File: config.mk
export PLATFORM = sky130hd
export DESIGN_NAME = hmc_mem_link_init_ctrl
export DESIGN_NICKNAME = d
export VERILOG_FILES = /design/src/rtl/hmc_mem_link_pkg.sv /design/src/rtl/hmc_mem_cycle_timer.sv /design/src/rtl/hmc_mem_link_init_ctrl.sv
export SDC_FILE = /design/constraint.sdc
export NUM_CORES = 1
export LEC_CHECK = 0
export BUFFER_PORTS_ARGS = -buffer_cell sky130_fd_sc_hd__buf_2
export CORE_ASPECT_RATIO = 0.7
export CORE_UTILIZATION = 50
export CTS_BUF_LIST = sky130_fd_sc_hd__clkbuf_8
export DETAILED_ROUTE_END_ITERATION = 12
export MAX_ROUTING_LAYER = met4
export PLACE_DENSITY = 0.7
export SLEW_MARGIN = 20
export SYNTH_ARGS = -nofsm -noshare
export SYNTH_HDL_FRONTEND = slang
export SYNTH_HIERARCHICAL = 1
export SYNTH_SLANG_ARGS = --single-unit
File: constraint.sdc
create_clock -name hmc_clk -period 6 [get_ports hmc_clk]
set_clock_uncertainty 0.2 [all_clocks]
set_input_delay 0.6 -clock hmc_clk [delete_from_list [all_inputs] [get_ports hmc_clk]]
set_output_delay 0.6 -clock hmc_clk [all_outputs]
set_load 0.01 [all_outputs]
File: src/rtl/hmc_mem_link_pkg.sv
// Shared types for the HMC-side link initialization sequencer.
// Holds the FSM state and TX-mode encodings and the error-sensitivity predicate.
package hmc_mem_link_pkg;

  localparam int STATE_W   = 4;
  localparam int TX_MODE_W = 3;

  typedef enum logic [STATE_W-1:0] {
    S_RESET  = 4'd0,
    S_INIT   = 4'd1,
    S_PRBS   = 4'd2,
    S_TS1    = 4'd3,
    S_NULL   = 4'd4,
    S_TRET   = 4'd5,
    S_ACTIVE = 4'd6,
    S_SLEEP  = 4'd7,
    S_ERR    = 4'd8
  } link_state_e;

  typedef enum logic [TX_MODE_W-1:0] {
    TX_IDLE = 3'd0,
    TX_PRBS = 3'd1,
    TX_TS1  = 3'd2,
    TX_NULL = 3'd3,
    TX_TRET = 3'd4,
    TX_DATA = 3'd5
  } tx_mode_e;

  // RX errors only matter once the host link is trained far enough to report them.
  function automatic logic rx_err_armed(input link_state_e s);
    return (s == S_TS1) || (s == S_NULL) || (s == S_TRET) || (s == S_ACTIVE);
  endfunction

endpackage

File: src/rtl/hmc_mem_cycle_timer.sv
// Loadable down-counter shared by all timed phases of the link sequencer.
// Saturates at zero; load takes priority over decrement.
module hmc_mem_cycle_timer #(
  parameter int CNT_W = 16
) (
  input  logic             hmc_clk,
  input  logic             hmc_res,
  input  logic             i_load,
  input  logic [CNT_W-1:0] i_load_val,
  input  logic             i_dec_en,
  output logic             o_zero,
  output logic [CNT_W-1:0] o_cnt,
  output logic [CNT_W-1:0] o_cnt_nxt
);

  logic [CNT_W-1:0] r_cnt;
  logic [CNT_W-1:0] w_cnt_nxt;

  // next count: load, saturating decrement, or hold
  always_comb begin
    w_cnt_nxt = r_cnt;
    if (i_load) begin
      w_cnt_nxt = i_load_val;
    end else if (i_dec_en && (r_cnt != {CNT_W{1'b0}})) begin
      w_cnt_nxt = r_cnt - CNT_W'(1);
    end else begin
      w_cnt_nxt = r_cnt;
    end
  end

  // count register
  always_ff @(posedge hmc_clk or posedge hmc_res) begin
    if (hmc_res) begin
      r_cnt <= {CNT_W{1'b0}};
    end else begin
      r_cnt <= w_cnt_nxt;
    end
  end

  assign o_zero    = (r_cnt == {CNT_W{1'b0}});
  assign o_cnt     = r_cnt;
  assign o_cnt_nxt = w_cnt_nxt;

endmodule

File: src/rtl/hmc_mem_link_init_ctrl.sv
// HMC-side link power-on/initialization sequencer: reset, PRBS, TS1, NULL, TRET, active,
// sleep and fatal-error handling. Outputs are registered from the next-state decode.
module hmc_mem_link_init_ctrl
  import hmc_mem_link_pkg::*;
#(
  parameter int T_INIT_CYC  = 64,
  parameter int T_NULL_CYC  = 55,
  parameter int TRET_CNT    = 8,
  parameter int T_SLEEP_CYC = 16,
  parameter int CNT_W       = 16
) (
  input  logic         hmc_clk,
  input  logic         hmc_res,
  input  logic         P_RST_N,
  input  logic         LXRXPS,
  output logic         LXTXPS,
  output logic         FERR_N,
  input  logic         rx_ts1_locked,
  input  logic         rx_null_seen,
  input  logic         rx_error,
  input  logic         err_clr,
  input  logic         tx_ready,
  output logic [2:0]   tx_mode,
  output logic         tret_req,
  input  logic         tret_ack,
  output logic         link_up,
  output logic [3:0]   init_state
);

  link_state_e      r_state;
  link_state_e      w_state_nxt;
  logic             w_load;
  logic [CNT_W-1:0] w_load_val;
  logic             w_dec;
  logic             w_zero;
  logic [CNT_W-1:0] w_cnt;
  logic [CNT_W-1:0] w_cnt_nxt;

  logic             r_lxtxps;
  logic             r_ferr_n;
  tx_mode_e         r_tx_mode;
  logic             r_tret_req;
  logic             r_link_up;
  logic             w_lxtxps_nxt;
  logic             w_ferr_n_nxt;
  tx_mode_e         w_tx_mode_nxt;
  logic             w_tret_req_nxt;
  logic             w_link_up_nxt;

  hmc_mem_cycle_timer #(.CNT_W(CNT_W)) u_timer (
    .hmc_clk    (hmc_clk),
    .hmc_res    (hmc_res),
    .i_load     (w_load),
    .i_load_val (w_load_val),
    .i_dec_en   (w_dec),
    .o_zero     (w_zero),
    .o_cnt      (w_cnt),
    .o_cnt_nxt  (w_cnt_nxt)
  );

  // next-state and counter control
  always_comb begin
    w_state_nxt = r_state;
    w_load      = 1'b0;
    w_load_val  = {CNT_W{1'b0}};
    w_dec       = 1'b0;
    if (!P_RST_N) begin
      w_state_nxt = S_RESET;
      w_load      = 1'b1;
    end else if (rx_error && rx_err_armed(r_state)) begin
      w_state_nxt = S_ERR;
    end else begin
      case (r_state)
        S_RESET: begin
          w_state_nxt = S_INIT;
          w_load      = 1'b1;
          w_load_val  = CNT_W'(T_INIT_CYC - 1);
        end
        S_INIT: begin
          if (w_zero) begin
            w_state_nxt = S_PRBS;
          end else begin
            w_dec = 1'b1;
          end
        end
        S_PRBS: begin
          if (rx_ts1_locked) begin
            w_state_nxt = S_TS1;
          end else begin
            w_state_nxt = S_PRBS;
          end
        end
        S_TS1: begin
          if (rx_null_seen) begin
            w_state_nxt = S_NULL;
            w_load      = 1'b1;
            w_load_val  = CNT_W'(T_NULL_CYC);
          end else begin
            w_state_nxt = S_TS1;
          end
        end
        S_NULL: begin
          w_dec = tx_ready;
          if (tx_ready && (w_cnt <= CNT_W'(1))) begin
            w_state_nxt = (TRET_CNT == 0) ? S_ACTIVE : S_TRET;
            w_load      = 1'b1;
            w_load_val  = CNT_W'(TRET_CNT);
          end else begin
            w_state_nxt = S_NULL;
          end
        end
        // tret_req is high for the whole S_TRET residency, so ack alone qualifies here
        S_TRET: begin
          w_dec = tret_ack;
          if (tret_ack && (w_cnt <= CNT_W'(1))) begin
            w_state_nxt = S_ACTIVE;
          end else begin
            w_state_nxt = S_TRET;
          end
        end
        S_ACTIVE: begin
          if (!LXRXPS) begin
            w_state_nxt = S_SLEEP;
            w_load      = 1'b1;
            w_load_val  = CNT_W'(T_SLEEP_CYC);
          end else begin
            w_state_nxt = S_ACTIVE;
          end
        end
        S_SLEEP: begin
          if (LXRXPS) begin
            w_state_nxt = S_INIT;
            w_load      = 1'b1;
            w_load_val  = CNT_W'(T_INIT_CYC - 1);
          end else begin
            w_dec = 1'b1;
          end
        end
        S_ERR: begin
          if (err_clr) begin
            w_state_nxt = S_INIT;
            w_load      = 1'b1;
            w_load_val  = CNT_W'(T_INIT_CYC - 1);
          end else begin
            w_state_nxt = S_ERR;
          end
        end
        default: begin
          w_state_nxt = S_RESET;
          w_load      = 1'b1;
        end
      endcase
    end
  end

  // output decode of the state being entered, so the registers track r_state
  always_comb begin
    w_lxtxps_nxt   = 1'b1;
    w_ferr_n_nxt   = 1'b1;
    w_tx_mode_nxt  = TX_IDLE;
    w_tret_req_nxt = 1'b0;
    w_link_up_nxt  = 1'b0;
    case (w_state_nxt)
      S_RESET:  w_lxtxps_nxt   = 1'b0;
      S_INIT:   w_tx_mode_nxt  = TX_IDLE;
      S_PRBS:   w_tx_mode_nxt  = TX_PRBS;
      S_TS1:    w_tx_mode_nxt  = TX_TS1;
      S_NULL:   w_tx_mode_nxt  = TX_NULL;
      S_TRET: begin
        w_tx_mode_nxt  = TX_TRET;
        w_tret_req_nxt = 1'b1;
      end
      S_ACTIVE: begin
        w_tx_mode_nxt = TX_DATA;
        w_link_up_nxt = 1'b1;
      end
      S_SLEEP:  w_lxtxps_nxt   = (w_cnt_nxt != {CNT_W{1'b0}});
      S_ERR:    w_ferr_n_nxt   = 1'b0;
      default:  w_lxtxps_nxt   = 1'b0;
    endcase
  end

  // state and output registers
  always_ff @(posedge hmc_clk or posedge hmc_res) begin
    if (hmc_res) begin
      r_state    <= S_RESET;
      r_lxtxps   <= 1'b0;
      r_ferr_n   <= 1'b1;
      r_tx_mode  <= TX_IDLE;
      r_tret_req <= 1'b0;
      r_link_up  <= 1'b0;
    end else begin
      r_state    <= w_state_nxt;
      r_lxtxps   <= w_lxtxps_nxt;
      r_ferr_n   <= w_ferr_n_nxt;
      r_tx_mode  <= w_tx_mode_nxt;
      r_tret_req <= w_tret_req_nxt;
      r_link_up  <= w_link_up_nxt;
    end
  end

  assign LXTXPS     = r_lxtxps;
  assign FERR_N     = r_ferr_n;
  assign tx_mode    = r_tx_mode;
  assign tret_req   = r_tret_req;
  assign link_up    = r_link_up;
  assign init_state = r_state;

endmodule

==> impl_metrics.prom <==
# TYPE chip_impl_metric gauge
chip_impl_metric{name="cell_variety_after_synth",unit=""} 65
chip_impl_metric{name="global_routing_usage_summed_across_all_routing_layers",unit=""} 0.2623
chip_impl_metric{name="synth_async_sr_flop_share",unit=""} 1.000
chip_impl_metric{name="nets",unit=""} 262
chip_impl_info{name="timing.critical_path.slowest_stage_cell",value="sky130_fd_sc_hd__nor3b_1"} 1
chip_impl_metric{name="drtAntennaViolNets",unit=""} 0
chip_impl_info{name="post-synth-top-area-cell",value="sky130_fd_sc_hd__dfrtp_1"} 1
chip_impl_metric{name="clk_pin_slew_worst_setup_hold_paths",unit="ns"} 0.10
chip_impl_metric{name="timing.final.max_slew_violations",unit=""} 0
chip_impl_metric{name="route.detailed.vias_per_inst",unit=""} 6.247
chip_impl_metric{name="clk_path_buf_depth",unit=""} 2
chip_impl_metric{name="cts-hold-fix-buffers",unit=""} 0
chip_impl_metric{name="port-buffer-count",unit=""} 20
chip_impl_metric{name="drcViolationCount",unit=""} 0
chip_impl_metric{name="start_util",unit=""} 0.5422
chip_impl_info{name="critical_path_launch_point_type",value="flip-flop"} 1
chip_impl_metric{name="fraction_of_power_spent_switching_nets",unit=""} 0.3182
chip_impl_metric{name="fillcell_total",unit=""} 345
chip_impl_metric{name="post_synth_inst_count",unit=""} 229
chip_impl_metric{name="combinational_fraction_of_design_power",unit=""} 0.201
chip_impl_info{name="timing.critical_path.cells",value="inv_1, ha_1, nor4b_2, nand4_1, inv_1, nor2_1, a21oi_1, a21oi_1, a32oi_1, nor3b_1, or4b_4, or2_0, o311a_1, a221o_1, nor4_1, nand4_1, o31ai_1, o311ai_0"} 1
chip_impl_metric{name="floorplan.io_pins",unit=""} 21
chip_impl_metric{name="synth.yosys.warnings",unit=""} 6
chip_impl_metric{name="ir_worst_vdd",unit="V"} 0.0001849
chip_impl_metric{name="fin_tns_setup",unit="ns"} 0
chip_impl_metric{name="num_rows",unit=""} 18
chip_impl_metric{name="grt_max_degree",unit=""} 22
chip_impl_metric{name="drt-wirelength-per-cell",unit="um"} 16.37
chip_impl_metric{name="clockPowerShare",unit=""} 0.266
chip_impl_metric{name="seq_power_share",unit=""} 0.533
chip_impl_metric{name="netSwitchingPower",unit="uW"} 128.3
chip_impl_metric{name="ys_seq_area_frac",unit=""} 0.3422
chip_impl_metric{name="syn-cell-area",unit="um2"} 1978
chip_impl_metric{name="clock-sinks",unit=""} 27
chip_impl_metric{name="timing.final.setup_violations",unit=""} 0
chip_impl_metric{name="final_cell_area",unit="um2"} 2153
chip_impl_metric{name="post_dp_cell_area",unit="um2"} 2103
chip_impl_info{name="end_kind",value="flip-flop"} 1
chip_impl_metric{name="layout-area-overhead-vs-synth",unit="%"} 8.855
chip_impl_metric{name="final_wl",unit="um"} 4895
chip_impl_metric{name="grt_pass1_wl",unit="um"} 8148
chip_impl_info{name="run_status",value="finished clean"} 1
chip_impl_info{name="rsz0062_at_grt",value="false"} 1
chip_impl_info{name="synthMostInstantiatedCell",value="sky130_fd_sc_hd__dfrtp_1"} 1
chip_impl_metric{name="gp_congestion",unit=""} 0.9528
chip_impl_metric{name="timing.final.hold_violations",unit=""} 0
chip_impl_metric{name="antenna_found_initial",unit=""} 0
chip_impl_metric{name="crit_path_max_fanout",unit=""} 15
chip_impl_metric{name="clkLatencyLatePin",unit="ns"} 0.27
chip_impl_info{name="synth.top_cells.by_count",value="26 x sky130_fd_sc_hd__dfrtp_1, 17 x sky130_fd_sc_hd__nor2_1, 14 x sky130_fd_sc_hd__a21oi_1, 13 x sky130_fd_sc_hd__nand2_1"} 1
chip_impl_info{name="critPathTopFamily",value="simple AND/OR/NAND/NOR gates"} 1
chip_impl_metric{name="cp_data_required_time",unit="ns"} 5.92
chip_impl_metric{name="final-seq-area",unit="um2"} 676.9
chip_impl_metric{name="overflow",unit=""} 0
chip_impl_metric{name="antenna_cells_inserted",unit=""} 0
chip_impl_metric{name="fin_crit_sh",unit=""} 0.8667
chip_impl_metric{name="timing.slew.headroom",unit=""} 0.5107
chip_impl_metric{name="period_needed",unit="ns"} 5.200
chip_impl_metric{name="synth-edff-count",unit=""} 0
chip_impl_info{name="worst_hold_path_type",value="in -> async"} 1
chip_impl_metric{name="route.vias.total",unit=""} 1868
chip_impl_metric{name="cp_num_buf_inv",unit=""} 2
chip_impl_metric{name="cts_inserted_buffers",unit=""} 3
chip_impl_metric{name="power.static_leakage",unit="uW"} 0.0009052
chip_impl_info{name="netlist_top_cells_area",value="sky130_fd_sc_hd__dfrtp_1 33%, sky130_fd_sc_hd__or4_1 3.8%, sky130_fd_sc_hd__a21oi_1 3.5%, sky130_fd_sc_hd__nor2_1 3.2%, sky130_fd_sc_hd__nor4_1 3.2%"} 1
chip_impl_metric{name="yosysTopAreaCellShare",unit=""} 0.3289
chip_impl_metric{name="power-per-cell-area",unit="nW/um2"} 187.3
chip_impl_metric{name="fraction_of_layout_cells_with_a_size_suffix_above_1",unit=""} 0.1767
chip_impl_metric{name="critical_path_cell_count",unit=""} 18
chip_impl_metric{name="multi_input_comb_area",unit="um2"} 1215
chip_impl_info{name="crit_type",value="reg -> reg"} 1
chip_impl_info{name="tritoncts",value="yes"} 1
chip_impl_metric{name="syn_area_per_cell",unit="um2"} 8.638
chip_impl_metric{name="timing.critical_path.arrival",unit="ns"} 5.12
chip_impl_metric{name="fmaxAchievable",unit="MHz"} 192.3
chip_impl_metric{name="dieArea",unit="um2"} 4216
chip_impl_metric{name="detailed_place_hpwl",unit="um"} 3656
chip_impl_metric{name="cts_repair_resize_count",unit=""} 0
chip_impl_metric{name="intPower",unit="uW"} 275.0
chip_impl_metric{name="max_stage_delay",unit="ns"} 0.61
chip_impl_metric{name="drt_pass1_iterations",unit=""} 4
chip_impl_metric{name="first_global_vias",unit=""} 1599
chip_impl_metric{name="synth.ff_latch_count",unit=""} 27
chip_impl_metric{name="post-cts-setup-buffers",unit=""} 0
chip_impl_metric{name="coreArea",unit="um2"} 3649
chip_impl_metric{name="fp.dieH",unit="um"} 54.63
chip_impl_metric{name="dr.first_iter.drc_count",unit=""} 164
chip_impl_metric{name="r2r_cells",unit=""} 18
chip_impl_metric{name="die_width",unit="um"} 77.18
chip_impl_metric{name="max_cap_viol_count",unit=""} 0
chip_impl_info{name="root_buffer",value="sky130_fd_sc_hd__clkbuf_8"} 1
chip_impl_metric{name="tightest_slew",unit="ns"} 0.7245
chip_impl_info{name="synthFlopType",value="sky130_fd_sc_hd__dfrtp_1"} 1
chip_impl_metric{name="htree_levels",unit=""} 1
[power by group through the flow]
stage               clock (uW)  sequential, uW  combinational [uW]
floorplan                    0             211                63.3
global placement             0             218                79.6
detailed placement           0             218                79.6
CTS                        111             214                79.9
global route               117             218                91.5
finish                     107             215                80.9
[worst paths after layout]
| path | start | to | slack [ns] |
|---|---|---|---|
| worst max-delay path | u_timer/o_cnt[1]$_DFF_PP0_ | LXTXPS$_DFF_PP0_ | 0.80 |
| worst max register to register | u_timer/o_cnt[1]$_DFF_PP0_ | LXTXPS$_DFF_PP0_ | 0.80 |
| worst min-delay path | hmc_res | LXTXPS$_DFF_PP0_ | 0.10 |
| worst min register to register | u_timer/o_cnt[10]$_DFF_PP0_ | u_timer/o_cnt[10]$_DFF_PP0_ | 0.49 |
| max in group asynchronous | hmc_res | u_timer/o_cnt[1]$_DFF_PP0_ | 4.99 |
| min in group hmc_clk | rx_error | FERR_N$_DFF_PP1_ | 0.41 |
[through the flow]
stage / hold WS [ns] / setup slack, ns / util / std cells / total power (uW)
after floorplan: 0.2517 / 1.551 / - / 238 / 274.4
after global placement: 0.4102 / 1.038 / 0.5765 / 295 / 297.3
after detailed placement: 0.4128 / 0.8380 / 0.5765 / 295 / 297.3
after CTS: 0.1104 / 0.8390 / 0.5902 / 299 / 404.7
after global routing: 0.1361 / 0.3117 / 0.5902 / 299 / 426.6
final: 0.1014 / 0.7998 / 0.5902 / 299 / 403.4
[routing by layer]
layer | vias to the layer above | wire (um) | global-route usage | share of wire
li1 | 909 | - | - | -
met1 | 879 | 2569 | 0.4203 | 0.52
met2 | 78 | 1884 | 0.3348 | 0.38
met3 | 2 | 427 | 0.05500 | 0.087
met4 | 0 | 14 | 0.01887 | 0.0029
met5 | - | 0 | - | 0
[flip-flops by register name, summed over array words and instances (netlist names)]
name and flops:
tx_mode 3, LXTXPS 1, FERR_N 1, u_timer/o_cnt 16, tret_req 1, init_state 4, link_up 1
[cell families (layout without fill, tap and decap cells)]
group                      count (synthesis)  after routing  synth area share
DFF                                       27             27            0.3422
xor gates and xnor gates                   2              2          0.008857
buffers and inverters                     25             36           0.06451
adders and majority gates                  3              3           0.01771
muxes                                      1              1          0.005060
and+or+nand+nor                          109            109            0.3409
other                                      1             10          0.001896
AOI/OAI and AO/OA                         61             61            0.2189
[layout by cell type, fill, tap and decap left out, types with 3 or more instances in the layout]
| master | n |
|---|---|
| sky130_fd_sc_hd__a21oi_1 | 14 |
| sky130_fd_sc_hd__a31oi_1 | 7 |
| sky130_fd_sc_hd__and3_1 | 3 |
| sky130_fd_sc_hd__and3_2 | 3 |
| sky130_fd_sc_hd__buf_2 | 20 |
| sky130_fd_sc_hd__clkbuf_8 | 3 |
| sky130_fd_sc_hd__conb_1 | 10 |
| sky130_fd_sc_hd__dfrtp_1 | 26 |
| sky130_fd_sc_hd__inv_1 | 10 |
| sky130_fd_sc_hd__nand2_1 | 13 |
| sky130_fd_sc_hd__nand2b_1 | 8 |
| sky130_fd_sc_hd__nand3_1 | 10 |
| sky130_fd_sc_hd__nor2_1 | 17 |
| sky130_fd_sc_hd__nor3_1 | 8 |
| sky130_fd_sc_hd__nor3b_1 | 3 |
| sky130_fd_sc_hd__nor4_1 | 10 |
| sky130_fd_sc_hd__o211ai_1 | 4 |
| sky130_fd_sc_hd__o21ai_0 | 6 |
| sky130_fd_sc_hd__o31a_1 | 3 |
| sky130_fd_sc_hd__o31ai_1 | 5 |
| sky130_fd_sc_hd__o41ai_1 | 4 |
| sky130_fd_sc_hd__or4_1 | 10 |
[layout make-up]
class / count / area share
clock buffers: 3 / 0.01917
clock inverters: 1 / 0.004067
well taps: 50 / 0.02905
repair buffers: 21 / 0.04997
inverters: 11 / 0.01917
flip-flops and latches: 27 / 0.3144
multi-input cells: 186 / 0.5642
Note: power is estimated with default switching activity, not from simulation.
